## src/rtl/sdram_pattern_gen.sv

```systemverilog
// sdram_pattern_gen: memory test sequencer for an SDRAM controller port.
// Sweeps 2^AW words with a selectable pattern (write pass, then read/compare pass),
// repeated PASSES times per start. Mismatches are counted and the first failing
// address is captured.
// Build option: define SDRAM_PATTERN_TIMEOUT_EN to add a 10-bit request watchdog;
// without it timeout is tied low and the block waits indefinitely on the controller.
module sdram_pattern_gen #(
    parameter int unsigned DW     = 16,
    parameter int unsigned AW     = 21,
    parameter int unsigned PASSES = 1
) (
    input  logic          clk_in,
    input  logic          zusr_key,
    input  logic          start,
    input  logic [1:0]    mode,
    output logic          cmd_req,
    output logic          cmd_wr,
    output logic [AW-1:0] cmd_addr,
    output logic [DW-1:0] cmd_wdata,
    input  logic          cmd_ack,
    input  logic          rd_valid,
    input  logic [DW-1:0] rd_data,
    output logic          busy,
    output logic          done,
    output logic          pass,
    output logic          timeout,
    output logic [15:0]   err_cnt,
    output logic [AW-1:0] err_addr
);

    localparam logic [31:0]   LFSR_SEED = 32'hACE1_2468;
    // Right-shift Galois form of x^32 + x^22 + x^2 + x + 1
    localparam logic [31:0]   LFSR_POLY = 32'h8020_0003;
    localparam logic [AW-1:0] LAST_ADDR = {AW{1'b1}};
    localparam logic [7:0]    LAST_PASS = 8'(PASSES - 1);
    localparam logic [15:0]   ERR_MAX   = 16'hFFFF;

    typedef enum logic [2:0] {
        S_IDLE,
        S_WR_REQ,
        S_RD_REQ,
        S_RD_WAIT,
        S_DONE
    } state_t;

    state_t        r_state;
    logic [1:0]    r_mode;
    logic [AW-1:0] r_addr;
    logic [7:0]    r_pass_cnt;
    logic [31:0]   r_lfsr;
    logic          r_cmd_req;
    logic          r_cmd_wr;
    logic [DW-1:0] r_wdata;
    logic          r_busy;
    logic          r_done;
    logic          r_pass;
    logic [15:0]   r_err_cnt;
    logic [AW-1:0] r_err_addr;

    logic [AW-1:0] w_addr_nxt;
    logic [31:0]   w_lfsr_nxt;
    logic [DW-1:0] w_expect;
    logic          w_mismatch;
    logic [15:0]   w_err_nxt;
    logic          w_last;

    // One LFSR advance per word
    function automatic logic [31:0] lfsr_step(input logic [31:0] s);
        return (s >> 1) ^ (s[0] ? LFSR_POLY : 32'h0);
    endfunction

    // Data word for an address under the selected pattern
    function automatic logic [DW-1:0] pattern_of(input logic [1:0] m, input logic [AW-1:0] a,
                                                 input logic [31:0] s);
        logic [DW-1:0] v;
        case (m)
            2'd0:    v = DW'(a);
            2'd1:    v = ~DW'(a);
            2'd2:    v = s[DW-1:0];
            default: v = DW'(1) << (32'(a) % DW);
        endcase
        return v;
    endfunction

    assign w_addr_nxt = r_addr + AW'(1);
    assign w_lfsr_nxt = lfsr_step(r_lfsr);
    assign w_expect   = pattern_of(r_mode, r_addr, r_lfsr);
    assign w_mismatch = (rd_data != w_expect);
    assign w_err_nxt  = (w_mismatch && (r_err_cnt != ERR_MAX)) ? r_err_cnt + 16'd1 : r_err_cnt;
    assign w_last     = (r_addr == LAST_ADDR);

`ifdef SDRAM_PATTERN_TIMEOUT_EN
    localparam logic [9:0] WD_LIMIT = 10'd1023;
    logic [9:0] r_wd;
    logic       r_timeout;
    logic       w_waiting;
    logic       w_progress;
    logic       w_wd_expire;

    assign w_waiting   = (r_state == S_WR_REQ) || (r_state == S_RD_REQ) || (r_state == S_RD_WAIT);
    assign w_progress  = (((r_state == S_WR_REQ) || (r_state == S_RD_REQ)) && cmd_ack) ||
                         ((r_state == S_RD_WAIT) && rd_valid);
    // The stalled cycle that brings the count to 1023
    assign w_wd_expire = (r_wd == (WD_LIMIT - 10'd1));
    assign timeout     = r_timeout;
`else
    assign timeout     = 1'b0;
`endif

    assign cmd_req   = r_cmd_req;
    assign cmd_wr    = r_cmd_wr;
    assign cmd_addr  = r_addr;
    assign cmd_wdata = r_wdata;
    assign busy      = r_busy;
    assign done      = r_done;
    assign pass      = r_pass;
    assign err_cnt   = r_err_cnt;
    assign err_addr  = r_err_addr;

    // Sequencer FSM with registered request and status outputs
    always_ff @(posedge clk_in) begin
        if (!zusr_key) begin
            r_state    <= S_IDLE;
            r_mode     <= 2'd0;
            r_addr     <= '0;
            r_pass_cnt <= 8'd0;
            r_lfsr     <= 32'h0;
            r_cmd_req  <= 1'b0;
            r_cmd_wr   <= 1'b0;
            r_wdata    <= '0;
            r_busy     <= 1'b0;
            r_done     <= 1'b0;
            r_pass     <= 1'b0;
            r_err_cnt  <= 16'd0;
            r_err_addr <= '0;
`ifdef SDRAM_PATTERN_TIMEOUT_EN
            r_wd       <= 10'd0;
            r_timeout  <= 1'b0;
`endif
        end else begin
            case (r_state)
                S_IDLE, S_DONE: begin
                    if (start) begin
                        r_state    <= S_WR_REQ;
                        r_mode     <= mode;
                        r_addr     <= '0;
                        r_pass_cnt <= 8'd0;
                        r_lfsr     <= LFSR_SEED;
                        r_cmd_req  <= 1'b1;
                        r_cmd_wr   <= 1'b1;
                        r_wdata    <= pattern_of(mode, AW'(0), LFSR_SEED);
                        r_busy     <= 1'b1;
                        r_done     <= 1'b0;
                        r_pass     <= 1'b0;
                        r_err_cnt  <= 16'd0;
                        r_err_addr <= '0;
                    end
                end
                S_WR_REQ: begin
                    if (cmd_ack) begin
                        if (w_last) begin
                            r_state  <= S_RD_REQ;
                            r_addr   <= '0;
                            r_lfsr   <= LFSR_SEED;
                            r_cmd_wr <= 1'b0;
                        end else begin
                            r_addr  <= w_addr_nxt;
                            r_lfsr  <= w_lfsr_nxt;
                            r_wdata <= pattern_of(r_mode, w_addr_nxt, w_lfsr_nxt);
                        end
                    end
                end
                S_RD_REQ: begin
                    if (cmd_ack) begin
                        r_state   <= S_RD_WAIT;
                        r_cmd_req <= 1'b0;
                    end
                end
                S_RD_WAIT: begin
                    if (rd_valid) begin
                        r_err_cnt <= w_err_nxt;
                        if (w_mismatch && (r_err_cnt == 16'd0)) r_err_addr <= r_addr;
                        if (!w_last) begin
                            r_state   <= S_RD_REQ;
                            r_addr    <= w_addr_nxt;
                            r_lfsr    <= w_lfsr_nxt;
                            r_cmd_req <= 1'b1;
                        end else if (r_pass_cnt == LAST_PASS) begin
                            r_state <= S_DONE;
                            r_busy  <= 1'b0;
                            r_done  <= 1'b1;
                            r_pass  <= (w_err_nxt == 16'd0);
                        end else begin
                            r_state    <= S_WR_REQ;
                            r_pass_cnt <= r_pass_cnt + 8'd1;
                            r_addr     <= '0;
                            r_lfsr     <= LFSR_SEED;
                            r_cmd_req  <= 1'b1;
                            r_cmd_wr   <= 1'b1;
                            r_wdata    <= pattern_of(r_mode, AW'(0), LFSR_SEED);
                        end
                    end
                end
                default: r_state <= S_IDLE;
            endcase
`ifdef SDRAM_PATTERN_TIMEOUT_EN
            // Watchdog overrides the case above when the controller stalls too long
            if (((r_state == S_IDLE) || (r_state == S_DONE)) && start) r_timeout <= 1'b0;
            if (!w_waiting || w_progress) begin
                r_wd <= 10'd0;
            end else if (w_wd_expire) begin
                r_wd      <= 10'd0;
                r_timeout <= 1'b1;
                r_state   <= S_DONE;
                r_cmd_req <= 1'b0;
                r_busy    <= 1'b0;
                r_done    <= 1'b1;
                r_pass    <= 1'b0;
            end else begin
                r_wd <= r_wd + 10'd1;
            end
`endif
        end
    end

endmodule
```

## config.mk

```make
export PLATFORM = sky130hd
export DESIGN_NAME = sdram_pattern_gen
export DESIGN_NICKNAME = d
export VERILOG_FILES = /design/src/rtl/sdram_pattern_gen.sv
export SDC_FILE = /design/constraint.sdc
export NUM_CORES = 1
export LEC_CHECK = 0
export CORE_UTILIZATION = 59
export CTS_CLUSTER_DIAMETER = 50
export CTS_CLUSTER_SIZE = 40
export DETAILED_ROUTE_END_ITERATION = 16
export PLACE_DENSITY = 0.95
export SYNTH_ARGS = -nofsm -noshare
export SYNTH_HDL_FRONTEND = slang
export SYNTH_SLANG_ARGS = --single-unit
```

## constraint.sdc

```tcl
create_clock -name clk_in -period 4.55 [get_ports clk_in]
set_input_delay 0.6825 -clock clk_in [delete_from_list [all_inputs] [get_ports clk_in]]
set_output_delay 0.6825 -clock clk_in [all_outputs]
set_load 0.05 [all_outputs]
```

Word-level counts from Yosys, hierarchy flattened
Index checks and enable logic that the tools add are counted.

Output and inout port bits: 80. Register bits: 124. Input bits: 23.

Bitwise logic cells: 3. Shift-type cells: 2. Add/subtract/negate cells: 3. Equality and inequality tests: 22. Muxes and demuxes: 70. Reduce and logical (&&, ||, !) cells: 22.

Operators with widths (count): one-hot mux 16 bit (3 select lines) (5); two-way mux 32 bit (7); two-way mux 21 bit (8); two-way mux 16 bit (9); one-hot mux 32 bit (3 select lines) (1); one-hot mux 21 bit (3 select lines) (1); one-hot mux 21 bit (2 select lines) (1); zero test 16 bit (2); two-way mux 8 bit (4); inverter 16 bit (2); one-hot mux 16 bit (2 select lines) (1); left shift 1 x 4 -> 16 bit (first input constant) (2); XOR 31 x 32 -> 32 bit (1); AND reduction 5 bit (5); adder 21 x 1 -> 21 bit (second input constant) (1); == test 21 bit (second input constant) (1); two-way mux 3 bit (7); != test 2 bit (second input constant) (10); two-way mux 1 bit (19); adder 16 x 1 -> 16 bit (second input constant) (1); != test 16 bit (1); != test 16 bit (second input constant) (1); one-hot mux 8 bit (2 select lines) (1); AND reduction 7 bit (2); 20 further kinds (29).

Depth between registers and ports, before layout
Word-level depth: 10. Depth in mapped cells: 14. Mapped depth without buffers: 11.

Least setup slack after synthesis
OpenSTA, ideal clock, no wires.

Path type: register to register. Start: register r_addr[1], in the netlist cmd_addr[1]. End: register r_pass, in the netlist pass. Slack: 1.428 ns. Arrival time: 3.038 ns. Clock period less this slack: 3.122 ns. Buffers on the path: 1. Data required time: 4.466 ns. Stages on the path, launching flop included: 12. Library setup time: 0.084 ns. Path through: dfxtp_1 -> ha_1 -> or3b_1 -> a22oi_1 -> xnor2_1 -> nand4_2 -> nor4_4 -> buf_6 -> nor2_1 -> a311oi_1 -> o21ai_1 -> o31ai_2.

Word-level cells in the longest chain between the ends: 10. Elaborated cells on any way between the ends: 14. Classes of those cells: eq/ne (3); shift (1); mux (6); bitwise (1); reduce/logical (3).

Ends and longest elaborated chain: start, declared (RTL line 48) `logic [AW-1:0] r_addr;`; start signal, assigned (RTL line 167) `r_addr <= w_addr_nxt;`; start signal, assigned (RTL line 185) `r_addr <= w_addr_nxt;`; left shift 1 x 4 -> 16 bit or inverter 16 bit (tied branches) (RTL line 80, 78); one-hot mux 16 bit (3 select lines) (RTL line 76) `case (m)`; != test 16 bit (RTL line 88) `assign w_mismatch = (rd_data != w_expect);`; logical AND 1 bit (RTL line 89) `assign w_err_nxt = (w_mismatch && (r_err_cnt != ERR_MAX)) ? r_err_cnt + 16'd1 : r_err_cnt;`; two-way mux 16 bit (RTL line 89); zero test 16 bit (RTL line 192) `r_pass <= (w_err_nxt == 16'd0);`; two-way mux 1 bit (RTL line 188) `end else if (r_pass_cnt == LAST_PASS) begin`; two-way mux 1 bit (RTL line 183) `if (!w_last) begin`; two-way mux 1 bit (RTL line 180) `if (rd_valid) begin`; one-hot mux 1 bit (2 select lines) (RTL line 141) `case (r_state)`; end signal, assigned (RTL line 192); end, declared (RTL line 56) `logic r_pass;`.

Several ways; a longest one is shown, not always the timed one. The select of a mux whose other input is x is not followed. A chain may end at the register's enable or synchronous reset.

Worst setup path after layout
Start: register r_addr[3], in the netlist cmd_addr[3]. End: register r_addr[2], in the netlist cmd_addr[2].

Word-level cells in the longest chain between the ends: 4. Elaborated cells on any way between the ends: 8. Classes of those cells: eq/ne (2); mux (5); reduce/logical (1).

Ends and longest elaborated chain: == test 21 bit * (RTL line 90) `assign w_last = (r_addr == LAST_ADDR);`; two-way mux 21 bit, on equally long branches (RTL line 183, 161); two-way mux 21 bit, on equally long branches (RTL line 180, 160); one-hot mux 21 bit (3 select lines) (RTL line 141).

Every way passes the cells marked *; elsewhere a longest branch is shown, timed or not. The select of a mux whose other input is x is not followed.

==> out/metrics.cfg <==
[clocking]
root_buffer = clkbuf_16
htreeDepth = 4
clockBufferDepth = 2
cts_resized = 0
cts_sinks = 124
hold_buffers = 0
cts_buffers = 17
worstSkewPairLatency_ns = 0.43
clkSlewWorstSetupHoldPaths_ns = 0.06
postCtsSetupBuffers = 0
cts_tree = done

[detailed_routing]
vias_per_cell = 6.38
detail_route.wl_per_cell_um = 18.5
dr_wl_met3_mm = 2.13
drc_errors = 0
route.met2.wl_mm = 9.51
highest_layer = met4
antenna_left = 0
drt_iter0_markers = 985
vias = 7331
wirelength_mm = 21.2
dr.pass1.iters = 6
wl_met1_mm = 8.75

[pwr]
cellPowerDensity_nw_per_um2 = 362
ir_drop_v = 0.000221
swShare_pct = 29.1
p_clk_share_pct = 46.5
internal-power_mw = 2.26
power_frac_seq_pct = 37.3
combPwrFrac_pct = 16.2
switching_power_mw = 0.930
p_leak_nw = 3.12
p_total_mw = 3.19

[critical_path]
arrival_ns = 4.04
regToRegSetupSlack_ns = 0.85
crit_slowest_cell = dfxtp_1
max_stage_delay_ns = 0.93
worstReg2RegStart = cmd_addr[3]$_SDFFE_PN0P_
endpoint_kind = flip-flop
path_class = reg2reg
cp-startpoint = cmd_addr[3]$_SDFFE_PN0P_
r2r_cells = 9
endpoint = cmd_addr[2]$_SDFFE_PN0P_
critical_path_required_ns = 4.89
reg2reg_to = cmd_addr[2]$_SDFFE_PN0P_
cp-start-kind = flip-flop
cp_max_fo = 24
cp_cell_sequence = nand3_1, nor2_1, nand4_1, nor2_1, nor2_2, nand2_1, nand2_1, buf_4, a211oi_1

[grt]
grt_pass1_vias = 6812
grt_max_degree = 43
grt_overflow_total = 0
track_usage_pct = 34.4
antenna_found_initial = 0
grt_pass1_wl_mm = 34.7

[sta]
slew_headroom_pct = 35.2
grt_setup_unrepaired = no
setup_viol = 0
tns_ns = 0
fmax_ghz = 0.270
clock_skew_ns = 0.0115
period_needed_ns = 3.70
slew_violations = 0
fin_crit_sh_pct = 81.3
finalHoldViolCount = 0
worst_pin_slew_ns = 0.967

[logic_synthesis]
synth-seq-cells = 124
yosysSeqAreaShare_pct = 34.3
synth_edf_count = 0
ys.flop_type = dfxtp_1
ys_types = 73
syn_area_per_cell_um2 = 7.76
syn_area_um2 = 7250
yosysWarnings = 0
synth_area_leaders = dfxtp_1 (34%), nand2_1 (6.2%), a21oi_1 (5.4%)
yosysTopAreaCellShare_pct = 34.3
synth_nets = 973
yosys.area.top_type = dfxtp_1
ys_async_sr_fraction_pct = 0
syn-instance-count = 934

[outcome]
status = complete, no violations

[flow_run]
maxCapViolations = 0

[placement]
dp.final_hpwl_mm = 14.3
io_buffers = 101
routabilityCongestion = 1.04

[finish]
fillCellCount = 838
syn2layout_area_growth_pct = 21.9
layout-drive-gt1-share_pct = 8.78
layout.nets = 1028
antenna_cells = 0

[floorplanning]
fp.dieW_um = 113
core_area_um2 = 12000
num_rows = 40
initial_core_util_pct = 60.3
die-area_um2 = 12700
dieHeight_um = 113
io-pin-count = 103

[min_path]
min_path_type = reg2reg

## cell families after synthesis
family	synth area share (%)
and+or+nand+nor	25.9
AOI/OAI and AO/OA	17.6
DFF	34.3
buffers and inverters	6.91
xor gates and xnor gates	7.72
muxes	4.83
adders and majority gates	2.76
other	0.0517
## critical path, delay by kind of cell (launching register included)
kind | cells | cell delay [ns]
simple gates | 7 | 2.12
flops | 1 | 0.93
compound gates | 1 | 0.21
buf+inv | 1 | 0.34
## sequential cells by signal (all words and copies together) (netlist names), 2 cells and up
| register | count |
|---|---|
| r_mode | 2 |
| err_cnt | 16 |
| r_lfsr | 32 |
| r_pass_cnt | 8 |
| cmd_addr | 21 |
| cmd_wdata | 16 |
| r_state | 3 |
| err_addr | 21 |
## cells in the mapped netlist, drive strengths merged (2+ instances only)
library cell	n
nor3b	2
clkbuf	42
and4	4
xnor2	43
or3	4
a31oi	4
nor3	52
a21oi	88
nand2	120
a311oi	5
o31ai	2
and3	9
mux2i	35
nor2	94
nand3	60
nor2b	6
a22oi	29
nand4	15
nor4	3
and2	3
buf	45
o21ai	38
o211ai	2
nand2b	5
dfxtp	124
o22ai	2
o21a	5
xor2	20
nand3b	7
o32ai	2
or3b	3
ha	16
a221oi	2
inv	19
or2	2
a211oi	6
## metrics by stage
step	cell area [um^2]	util [%]	setup WS, ns	hold WS, ns	cells
4_1_cts	8830	73.5	0.953	0.456	1149
3_3_place_gp	8190	68.1	1.08	0.443	1117
6_report	8830	73.5	0.853	0.456	1149
3_5_place_dp	8190	68.1	1.07	0.448	1117
2_1_floorplan	7250	-	1.43	0.432	934
5_1_grt	8830	73.5	0.579	0.485	1149
## worst min-delay path by stage
stage / slack (ns) / end / startpoint / cells after the start
after floorplan: 0.43 / r_lfsr[17]$_SDFFE_PN0P_ / r_lfsr[18]$_SDFFE_PN0P_ / 2
after global placement: 0.44 / r_lfsr[28]$_SDFFE_PN0P_ / r_lfsr[29]$_SDFFE_PN0P_ / 2
after detailed placement: 0.45 / r_lfsr[24]$_SDFFE_PN0P_ / r_lfsr[25]$_SDFFE_PN0P_ / 2
after CTS: 0.46 / r_lfsr[20]$_SDFFE_PN0P_ / r_lfsr[21]$_SDFFE_PN0P_ / 2
after global routing: 0.48 / r_lfsr[19]$_SDFFE_PN0P_ / r_lfsr[20]$_SDFFE_PN0P_ / 2
final: 0.46 / r_lfsr[20]$_SDFFE_PN0P_ / r_lfsr[21]$_SDFFE_PN0P_ / 2
## cell usage in the layout, fill, tap and decap left out, types with 3 or more instances in the layout
master	n
inv_6	5
nand2b_1	5
a22oi_1	28
clkbuf_16	17
clkdlybuf4s50_1	101
o21ai_0	36
a311oi_1	5
or3b_1	3
and4_1	4
a21oi_2	9
nand3b_1	6
nor2b_1	5
nand2_1	120
buf_4	22
or3_1	3
a31oi_1	4
clkinv_4	4
nor2_1	93
nand4_1	13
and2_1	3
a211oi_1	4
o21a_1	5
xor2_1	20
dfxtp_1	124
mux2i_1	35
a21oi_1	78
xnor2_1	42
and3_1	8
bufinv_16	4
nand3_1	60
inv_1	19
nor3_1	48
ha_1	15
## routing by layer
layer	up-vias	global-route usage [%]
met5	-	0
met4	0	18.8
met3	74	6.53
met2	466	52.9
met1	3425	45.6
li1	3366	-
## cell type report
class	instances	area, um^2	area share [%]
clock inverters	14	206	2.34
well taps	147	184	2.08
clock buffers	18	439	4.97
repair buffers	123	1180	13.3
inverters	19	71.3	0.808
multi-input cells	704	4270	48.4
flip-flops and latches	124	2480	28.1
## power groups by stage
stage               combinational (mW)  sequential [mW]  clock [mW]
finish                           0.518             1.19        1.49
detailed placement               0.505             1.21           0
global route                     0.557             1.19        1.53
global placement                 0.499             1.21           0
floorplan                        0.295             1.27           0
CTS                              0.511             1.19        1.49
Note: power is estimated with default switching activity, not from simulation.
